==> src/rtl/branch_ctrl_if.sv <==
// Signal bundle between decode/fetch/comparator (master) and branch_ctrl (slave).
interface branch_ctrl_if #(
  parameter int RegWidth  = 32,
  parameter int StatWidth = 32
);
  logic                 iValid;
  logic                 oReady;
  logic [2:0]           iFunc3;
  logic [RegWidth-1:0]  iPC;
  logic [RegWidth-1:0]  iImm;
  logic                 iPredTaken;
  logic                 iOpsValid;
  logic [RegWidth-1:0]  iRs1;
  logic [RegWidth-1:0]  iRs2;
  logic                 iKill;
  logic [RegWidth-1:0]  oCmpRs1;
  logic [RegWidth-1:0]  oCmpRs2;
  logic [2:0]           oCmpFunc3;
  logic                 iCmpTrue;
  logic                 oStall;
  logic                 oBrValid;
  logic                 oBrTaken;
  logic                 oMispredict;
  logic                 oIllegal;
  logic                 oFlush;
  logic [RegWidth-1:0]  oRedirectPC;
  logic                 iFetchReady;
  logic [StatWidth-1:0] oBrCount;
  logic [StatWidth-1:0] oMispCount;

  modport master (
    output iValid, iFunc3, iPC, iImm, iPredTaken, iOpsValid, iRs1, iRs2, iKill,
           iCmpTrue, iFetchReady,
    input  oReady, oCmpRs1, oCmpRs2, oCmpFunc3, oStall, oBrValid, oBrTaken,
           oMispredict, oIllegal, oFlush, oRedirectPC, oBrCount, oMispCount
  );

  modport slave (
    input  iValid, iFunc3, iPC, iImm, iPredTaken, iOpsValid, iRs1, iRs2, iKill,
           iCmpTrue, iFetchReady,
    output oReady, oCmpRs1, oCmpRs2, oCmpFunc3, oStall, oBrValid, oBrTaken,
           oMispredict, oIllegal, oFlush, oRedirectPC, oBrCount, oMispCount
  );
endinterface

==> src/rtl/branch_ctrl.sv <==
// Branch resolution controller: captures a branch, waits for operands, resolves, redirects fetch.
// Optional statistics counters are built when BRANCH_CTRL_STATS_EN is defined.
module branch_ctrl #(
  parameter int RegWidth  = 32,
  parameter int StatWidth = 32
) (
  input  logic         iClk,
  input  logic         iRstN,
  branch_ctrl_if.slave bus
);

  typedef enum logic [1:0] {
    ST_IDLE,
    ST_WAIT_OPS,
    ST_EVAL,
    ST_REDIRECT
  } state_t;

  localparam logic [RegWidth-1:0] PcStep = RegWidth'(4);

  state_t              r_state;
  state_t              w_next;
  logic [2:0]          r_func3;
  logic [RegWidth-1:0] r_pc;
  logic [RegWidth-1:0] r_imm;
  logic                r_pred;
  logic [RegWidth-1:0] r_rs1;
  logic [RegWidth-1:0] r_rs2;
  logic [RegWidth-1:0] r_redirect_pc;

  logic w_accept;
  logic w_ops_load;
  logic w_fire;
  logic w_ready;
  logic w_stall;
  logic w_flush;
  logic w_legal;
  logic w_taken;
  logic w_misp;

  always_comb begin
    // NOTE: every signal gets a default before the case so no path leaves it unassigned (no latch).
    w_next     = r_state;
    w_accept   = 1'b0;
    w_ops_load = 1'b0;
    w_fire     = 1'b0;
    w_ready    = 1'b0;
    w_stall    = 1'b0;
    w_flush    = 1'b0;
    w_legal    = (r_func3[2:1] != 2'b01);
    w_taken    = bus.iCmpTrue && w_legal;
    w_misp     = (w_taken != r_pred);

    unique case (r_state)
      ST_IDLE: begin
        w_ready = 1'b1;
        if (bus.iValid && !bus.iKill) begin
          w_accept = 1'b1;
          if (bus.iOpsValid) begin
            w_ops_load = 1'b1;
            w_next     = ST_EVAL;
          end else begin
            w_next = ST_WAIT_OPS;
          end
        end
      end
      ST_WAIT_OPS: begin
        w_stall = 1'b1;
        if (bus.iKill) begin
          w_next = ST_IDLE;
        end else if (bus.iOpsValid) begin
          w_ops_load = 1'b1;
          w_next     = ST_EVAL;
        end
      end
      ST_EVAL: begin
        if (bus.iKill) begin
          w_next = ST_IDLE;
        end else begin
          w_fire = 1'b1;
          w_next = w_misp ? ST_REDIRECT : ST_IDLE;
        end
      end
      ST_REDIRECT: begin
        // A kill from an older flush cannot cancel a redirect already in progress.
        w_flush = 1'b1;
        if (bus.iFetchReady) begin
          w_next = ST_IDLE;
        end
      end
      default: w_next = ST_IDLE;
    endcase
  end

  // NOTE: sequential state uses non-blocking assignments so every register samples pre-edge values.
  always_ff @(posedge iClk) begin
    if (!iRstN) begin
      r_state <= ST_IDLE;
    end else begin
      r_state <= w_next;
    end
  end

  always_ff @(posedge iClk) begin
    // NOTE: capture registers are cleared too, so the comparator never sees stale operands after reset.
    if (!iRstN) begin
      r_func3       <= '0;
      r_pc          <= '0;
      r_imm         <= '0;
      r_pred        <= 1'b0;
      r_rs1         <= '0;
      r_rs2         <= '0;
      r_redirect_pc <= '0;
    end else begin
      if (w_accept) begin
        r_func3 <= bus.iFunc3;
        r_pc    <= bus.iPC;
        r_imm   <= bus.iImm;
        r_pred  <= bus.iPredTaken;
      end
      if (w_ops_load) begin
        r_rs1 <= bus.iRs1;
        r_rs2 <= bus.iRs2;
      end
      if (w_fire) begin
        r_redirect_pc <= w_taken ? (r_pc + r_imm) : (r_pc + PcStep);
      end
    end
  end

  assign bus.oReady      = w_ready;
  assign bus.oStall      = w_stall;
  assign bus.oFlush      = w_flush;
  assign bus.oBrValid    = w_fire;
  assign bus.oBrTaken    = w_fire && w_taken;
  assign bus.oMispredict = w_fire && w_misp;
  assign bus.oIllegal    = w_fire && !w_legal;
  assign bus.oRedirectPC = r_redirect_pc;
  assign bus.oCmpRs1     = r_rs1;
  assign bus.oCmpRs2     = r_rs2;
  assign bus.oCmpFunc3   = r_func3;

`ifdef BRANCH_CTRL_STATS_EN
  logic [StatWidth-1:0] r_br_count;
  logic [StatWidth-1:0] r_misp_count;

  // Counters wrap naturally from all-ones to zero.
  always_ff @(posedge iClk) begin
    if (!iRstN) begin
      r_br_count   <= '0;
      r_misp_count <= '0;
    end else if (w_fire) begin
      r_br_count <= r_br_count + StatWidth'(1);
      if (w_misp) begin
        r_misp_count <= r_misp_count + StatWidth'(1);
      end
    end
  end

  assign bus.oBrCount   = r_br_count;
  assign bus.oMispCount = r_misp_count;
`else
  assign bus.oBrCount   = {StatWidth{1'b0}};
  assign bus.oMispCount = {StatWidth{1'b0}};
`endif

endmodule

==> src/flat_wrapper.sv <==
// flat-port wrapper written by rule: the top's interface ports become plain ports
module branch_ctrl_flat 
#(
  parameter int RegWidth  = 32,
  parameter int StatWidth = 32
)
  (iClk, iRstN, bus_iValid, bus_iFunc3, bus_iPC, bus_iImm, bus_iPredTaken, bus_iOpsValid, bus_iRs1, bus_iRs2, bus_iKill, bus_iCmpTrue, bus_iFetchReady, bus_oReady, bus_oCmpRs1, bus_oCmpRs2, bus_oCmpFunc3, bus_oStall, bus_oBrValid, bus_oBrTaken, bus_oMispredict, bus_oIllegal, bus_oFlush, bus_oRedirectPC, bus_oBrCount, bus_oMispCount);
  branch_ctrl_if #(.RegWidth(RegWidth), .StatWidth(StatWidth)) bus_i ();
  input  logic iClk;
  input  logic iRstN;
  input wire logic [$bits(bus_i.iValid)-1:0] bus_iValid;
  input wire logic [$bits(bus_i.iFunc3)-1:0] bus_iFunc3;
  input wire logic [$bits(bus_i.iPC)-1:0] bus_iPC;
  input wire logic [$bits(bus_i.iImm)-1:0] bus_iImm;
  input wire logic [$bits(bus_i.iPredTaken)-1:0] bus_iPredTaken;
  input wire logic [$bits(bus_i.iOpsValid)-1:0] bus_iOpsValid;
  input wire logic [$bits(bus_i.iRs1)-1:0] bus_iRs1;
  input wire logic [$bits(bus_i.iRs2)-1:0] bus_iRs2;
  input wire logic [$bits(bus_i.iKill)-1:0] bus_iKill;
  input wire logic [$bits(bus_i.iCmpTrue)-1:0] bus_iCmpTrue;
  input wire logic [$bits(bus_i.iFetchReady)-1:0] bus_iFetchReady;
  output wire logic [$bits(bus_i.oReady)-1:0] bus_oReady;
  output wire logic [$bits(bus_i.oCmpRs1)-1:0] bus_oCmpRs1;
  output wire logic [$bits(bus_i.oCmpRs2)-1:0] bus_oCmpRs2;
  output wire logic [$bits(bus_i.oCmpFunc3)-1:0] bus_oCmpFunc3;
  output wire logic [$bits(bus_i.oStall)-1:0] bus_oStall;
  output wire logic [$bits(bus_i.oBrValid)-1:0] bus_oBrValid;
  output wire logic [$bits(bus_i.oBrTaken)-1:0] bus_oBrTaken;
  output wire logic [$bits(bus_i.oMispredict)-1:0] bus_oMispredict;
  output wire logic [$bits(bus_i.oIllegal)-1:0] bus_oIllegal;
  output wire logic [$bits(bus_i.oFlush)-1:0] bus_oFlush;
  output wire logic [$bits(bus_i.oRedirectPC)-1:0] bus_oRedirectPC;
  output wire logic [$bits(bus_i.oBrCount)-1:0] bus_oBrCount;
  output wire logic [$bits(bus_i.oMispCount)-1:0] bus_oMispCount;
  assign bus_i.iValid = bus_iValid;
  assign bus_i.iFunc3 = bus_iFunc3;
  assign bus_i.iPC = bus_iPC;
  assign bus_i.iImm = bus_iImm;
  assign bus_i.iPredTaken = bus_iPredTaken;
  assign bus_i.iOpsValid = bus_iOpsValid;
  assign bus_i.iRs1 = bus_iRs1;
  assign bus_i.iRs2 = bus_iRs2;
  assign bus_i.iKill = bus_iKill;
  assign bus_i.iCmpTrue = bus_iCmpTrue;
  assign bus_i.iFetchReady = bus_iFetchReady;
  assign bus_oReady = bus_i.oReady;
  assign bus_oCmpRs1 = bus_i.oCmpRs1;
  assign bus_oCmpRs2 = bus_i.oCmpRs2;
  assign bus_oCmpFunc3 = bus_i.oCmpFunc3;
  assign bus_oStall = bus_i.oStall;
  assign bus_oBrValid = bus_i.oBrValid;
  assign bus_oBrTaken = bus_i.oBrTaken;
  assign bus_oMispredict = bus_i.oMispredict;
  assign bus_oIllegal = bus_i.oIllegal;
  assign bus_oFlush = bus_i.oFlush;
  assign bus_oRedirectPC = bus_i.oRedirectPC;
  assign bus_oBrCount = bus_i.oBrCount;
  assign bus_oMispCount = bus_i.oMispCount;
  branch_ctrl #(.RegWidth(RegWidth), .StatWidth(StatWidth)) u_core (.iClk(iClk), .iRstN(iRstN), .bus(bus_i));
endmodule
==> config.mk <==
export PLATFORM = sky130hd
export DESIGN_NAME = branch_ctrl_flat
export DESIGN_NICKNAME = d
export VERILOG_FILES = /design/src/rtl/branch_ctrl_if.sv /design/src/rtl/branch_ctrl.sv /design/src/flat_wrapper.sv
export SDC_FILE = /design/constraint.sdc
export NUM_CORES = 1
export LEC_CHECK = 0
export CORE_ASPECT_RATIO = 0.7
export CORE_MARGIN = 5
export CORE_UTILIZATION = 47
export DETAILED_ROUTE_END_ITERATION = 7
export PLACE_DENSITY = 0.9
export SETUP_SLACK_MARGIN = 0.15
export SLEW_MARGIN = 20
export SYNTH_ARGS = -nofsm -noshare
export SYNTH_HDL_FRONTEND = slang
export SYNTH_SLANG_ARGS = --single-unit
==> constraint.sdc <==
create_clock -name iClk -period 3.5 [get_ports iClk]
set_input_delay 0.35 -clock iClk [delete_from_list [all_inputs] [get_ports iClk]]
set_output_delay 0.35 -clock iClk [all_outputs]
set_load 0.02 [all_outputs]
## Word-level counts from Yosys, hierarchy flattened

Index checks and enable logic that the tools add are counted.

| word-level totals | value |
|---|---|
| register bits after elaboration | 166 |
| latch bits | 0 |
| memory bits (writable) | 0 |
| ROM bits | 0 |
| bits of input ports | 139 |
| output and inout port bits | 170 |
| word-level logic and storage cells | 47 |
| memories kept | 0 |

| operators by class | value |
|---|---|
| add/subtract/negate cells | 2 |
| multipliers | 0 |
| divide/modulo/power cells | 0 |
| $lt $le $gt $ge | 0 |
| equality and inequality tests | 8 |
| shift operators | 0 |
| multiplexer cells | 20 |
| bitwise gates (word level) | 0 |
| reductions and logical operators | 9 |

Operators by type and width:

| operator | count |
|---|---|
| adder 32 x 3 -> 32 bit, second input constant | 1 |
| adder 32 bit | 1 |
| 2-to-1 mux 32 bit | 1 |
| 2-to-1 mux 2 bit | 7 |
| 2-to-1 mux 1 bit | 10 |
| case mux 2 bit (4 select lines) | 1 |
| logical AND 1 bit | 5 |
| equality test 2 bit, second input constant | 2 |
| inequality test 2 x 1 -> 1 bit, second input constant | 2 |
| inequality test 3 bit, second input constant | 1 |
| AND reduction 3 bit | 1 |
| equality test 2 x 1 -> 1 bit, second input constant | 1 |
| zero test 1 bit | 2 |
| zero test 2 bit | 1 |
| inequality test 2 bit, second input constant | 1 |
| case mux 1 bit (2 select lines) | 1 |
| inequality test 1 bit | 1 |

## Longest topological paths before layout

| depth | value |
|---|---|
| depth in word-level cells | 6 |
| mapped depth | 11 |
| depth with buffers taken out | 10 |

## Worst setup path before layout

Ideal clock, no wire load.

| path | value |
|---|---|
| kind | reg2reg |
| start point | register u_core.r_imm[0] |
| end point | register u_core.r_redirect_pc[30] (netlist: u_core.bus.oRedirectPC[30]) |
| library setup time | 0.117 ns |
| arrival time | 2.420 ns |
| data required time | 3.383 ns |
| setup slack | 0.963 ns |
| cell stages (with the launch flop) | 11 |
| buffers on the path | 0 |
| clock period less this slack | 2.537 ns |
| path through | dfxtp_1 ha_1 fa_1 a211oi_1 o211ai_1 a21o_1 a31o_4 a221oi_4 o21ai_1 mux2i_1 nand2_1 |

| between the ends | value |
|---|---|
| word-level cells in the longest chain between the ends | 2 |

Ends and longest elaborated chain:

| element | RTL line | source |
|---|---|---|
| start, declared | branch_ctrl.sv:25 | `logic [RegWidth-1:0] r_imm;` |
| start signal, assigned | branch_ctrl.sv:118 | `r_imm <= bus.iImm;` |
| adder 32 bit | branch_ctrl.sv:126 | `r_redirect_pc <= w_taken ? (r_pc + r_imm) : (r_pc + PcStep);` |
| 2-to-1 mux 32 bit | branch_ctrl.sv:126 |  |
| end signal, assigned | branch_ctrl.sv:126 |  |
| end, declared | branch_ctrl.sv:29 | `logic [RegWidth-1:0] r_redirect_pc;` |

Every way passes these cells.
A chain may end at the register's enable or synchronous reset.

## Worst setup path after layout

| path | value |
|---|---|
| start point | register u_core.r_imm[0] |
| end point | register u_core.r_redirect_pc[26] (netlist: u_core.bus.oRedirectPC[26]) |

Same word-level chain as after synthesis.

==> metrics.csv <==
stage,metric,value,unit
grt,initial antenna violation count,0,
logic_synthesis,Syn Std Cell Area,0.00925,mm^2
logic_synthesis,"flops & latches, synth",166,
cts,buffer count from post-CTS setup fixing,0,
pwr,P_int,0.00365,W
placement,port bufs,244,
flow_run,max-cap violation count,0,
pwr,clock power share,40.5,%
logic_synthesis,commonest cells in the netlist,"nand2_1, dfxtp_1, a21boi_0",
logic_synthesis,"Seq/Total Area, Yosys",35.9,%
logic_synthesis,main flop type after synthesis,dfxtp_1,
finish,multi-input combinational cell area,0.00539,mm^2
timing,final setup fails,0,
outcome,status,"complete, no violations",
pwr,Seq pwr share,40.6,%
cts,PostCTS Resize Cnt,0,
die,chip width,178,um
timing,Rel. slew slack,54.2,%
finish,layout cell share with drive strength beyond 1,4.16,%
logic_synthesis,post-synthesis cell type count,64,
setup_path,CP required,3.82,ns
cts,H-tree lvl count,4,
setup_path,startpoint types,register,
timing,Slew Limit Fails,0,
logic_synthesis,Post-synth EDFFs,0,
timing,Fin. Hold Viols,0,
logic_synthesis,"area leader, netlist",dfxtp_1,
finish,# diodes,0,
placement,global placer's final weighted congestion,0.978,
placement,HPWL Detailed,21000,um
cts,Num CTS Buffers,17,
grt,number of global-route vias before repair,8084,
cts,maximum clock insertion buffer count,2,
die,Boundary Pins,309,
die,floorplan row count,42,
grt,global-route wire length before repair,43200,um
drt,ANT nets after route,0,
pwr,Comb pwr share,18.9,%
logic_synthesis,YS warnings,0,
finish,Layout area overhead,32.5,%
grt,largest net degree at the start of global routing,66,
cts,"Reg clk slew, reported paths",0.07,ns
drt,vias per cell,5.31,
die,Starting Density,48.4,%
logic_synthesis,Avg Inst Size Synth,7.86,um^2
setup_path,Critical Setup Path Class,register to register,
cts,Skew-Pair Late Insertion Delay,0.43,ns
drt,total number of vias,8812,
die,core area,0.0191,mm^2
setup_path,CP endpoint kind,register,
min_path,hold crit path type,input port to register,
logic_synthesis,most common cell in the netlist,nand2_1,
grt,grt ovf,0,
cts,clk sink count,166,
pwr,Leak,4.76,nW
drt,DRT Pass-1 Iters,5,
logic_synthesis,asr flop ratio synth,0,%
setup_path,worst-path maximum fanout,4,
logic_synthesis,Mapped Cells,1177,
pwr,peak supply drop,0.291,mV
timing,setup tns final,0,ns
die,DIE AREA,0.0226,mm^2
pwr,Switching Power,0.00148,W
timing,final worst path period share,85.0,%
finish,Fill cells,1604,
timing,fmax,0.336,GHz
cts,CTS tree,done,
timing,Period minus WS final,2.97,ns
finish,Register Area,0.00332,mm^2
pwr,Sw Ratio,28.9,%
logic_synthesis,Synth top area share,35.9,%
die,Die Y,127,um
logic_synthesis,"top cells by area, synth","dfxtp_1, nand2_1, a21boi_0, buf_4, ha_1",
drt,initial DRC count,779,
cts,hold_buf cts,0,
setup_path,CP arrival,3.29,ns
finish,post-layout util,64.1,%
cts,CTS root buf,clkbuf_16,
grt,GRT Total Usage,23.6,%
drt,WL per Instance,16.9,um
timing,RSZ-0062 raised after global routing,no,
pwr,pwr dens,419,mW/mm^2
finish,layout net count,1553,
drt,total wire length,28000,um
drt,DRC,0,
timing,Clock Skews,0.00747,ns
timing,Worst-Margin Slew,0.687,ns
-- flip-flops by register name, summed over array words and instances, names as in the netlist --
register and cells:
u_core.r_state 2, u_core.r_pc 32, u_core.bus.oCmpFunc3 3, u_core.bus.oCmpRs2 32, u_core.r_imm 32, u_core.r_pred 1, u_core.bus.oCmpRs1 32, u_core.bus.oRedirectPC 32
-- cell type report --
class,count,share of cell area (%)
inverter,8,0.245
timing repair buffer,256,20.7
clock buffer,18,3.58
sequential,166,27.1
tap,264,2.69
multi-input combinational,932,43.9
clock inverter,14,1.72
-- worst max-delay path, stage by stage (launching register included) --
cell	delay (ns)
dfxtp_1	0.32
ha_1	0.24
fa_1	0.44
a211oi_1	0.36
o211ai_1	0.19
a21o_1	0.26
a31o_4	0.29
a221oi_4	0.36
o22ai_1	0.13
o31ai_1	0.28
-- power by group through the flow --
stage	clock network (W)	registers, W	logic [W]
after floorplan	0	0.00216	0.000546
after global placement	0	0.00212	0.000945
after detailed placement	0	0.00212	0.000959
after CTS	0.00211	0.00208	0.000966
after global routing	0.00219	0.00210	0.00105
final	0.00208	0.00208	0.000971
-- metrics by stage --
stage | instance area, um^2 | hold slack [ns] | std cells | power, W | setup slack, ns
4_1_cts | 12300 | 0.397 | 1658 | 0.00515 | 0.606
2_1_floorplan | 9490 | 0.448 | 1240 | 0.00271 | 0.963
6_report | 12300 | 0.418 | 1658 | 0.00513 | 0.526
3_5_place_dp | 11600 | 0.443 | 1626 | 0.00308 | 0.668
5_1_grt | 12300 | 0.412 | 1658 | 0.00534 | 0.418
3_3_place_gp | 11600 | 0.436 | 1626 | 0.00306 | 0.702
-- final timing paths --
check,startpoint,depth (start not counted),slack (ns),end
worst max-delay path,u_core.r_imm[0]$_SDFFE_PN0P_,9,0.53,u_core.bus.oRedirectPC[26]$_SDFFE_PN0P_
worst min-delay path,iRstN,2,0.42,u_core.bus.oRedirectPC[20]$_SDFFE_PN0P_
worst max register to register,u_core.r_imm[0]$_SDFFE_PN0P_,9,0.53,u_core.bus.oRedirectPC[26]$_SDFFE_PN0P_
worst min register to register,u_core.bus.oRedirectPC[23]$_SDFFE_PN0P_,2,0.45,u_core.bus.oRedirectPC[23]$_SDFFE_PN0P_
-- cell families after synthesis --
kind of cell / Yosys count / synth area share (%)
AO/OA/AOI/OAI: 316 / 24.4
XOR/XNOR: 48 / 4.54
adder cells (fa/ha/maj): 33 / 4.54
buffers and inverters: 142 / 8.45
flip-flops: 166 / 35.9
multiplexers: 4 / 0.433
other: 1 / 0.0405
AND/OR/NAND/NOR: 467 / 21.6
-- layout by cell type, fill, tap and decap left out, types with 6 or more instances in the layout --
| master | Yosys | final |
|---|---|---|
| nand4_1 | 14 | 14 |
| nor2b_1 | 7 | 7 |
| a211oi_1 | 6 | 6 |
| xnor2_1 | 23 | 23 |
| nand2_1 | 340 | 339 |
| o211ai_1 | 17 | 17 |
| ha_1 | 32 | 32 |
| nor3_1 | 6 | 6 |
| xor2_1 | 25 | 25 |
| conb_1 | 1 | 64 |
| o21ai_1 | 11 | 11 |
| buf_4 | 66 | 12 |
| clkdlybuf4s50_1 | 0 | 243 |
| and2_1 | 9 | 8 |
| a21o_1 | 21 | 21 |
| a21oi_1 | 46 | 46 |
| inv_1 | 7 | 7 |
| clkbuf_16 | 0 | 17 |
| o21ai_0 | 18 | 18 |
| and3_1 | 10 | 10 |
| nand3_1 | 27 | 27 |
| nor2_1 | 31 | 31 |
| dfxtp_1 | 166 | 166 |
| a21boi_0 | 147 | 147 |
-- per-layer routing --
layer	vias to the layer above	GRT usage [%]	wire length, um
li1	4306	-	-
met1	4092	31.6	12100
met2	374	38.1	12900
met3	40	7.00	2630
met4	0	4.45	342
met5	-	0	0
No activity file was read; power rests on OpenSTA's default activity.
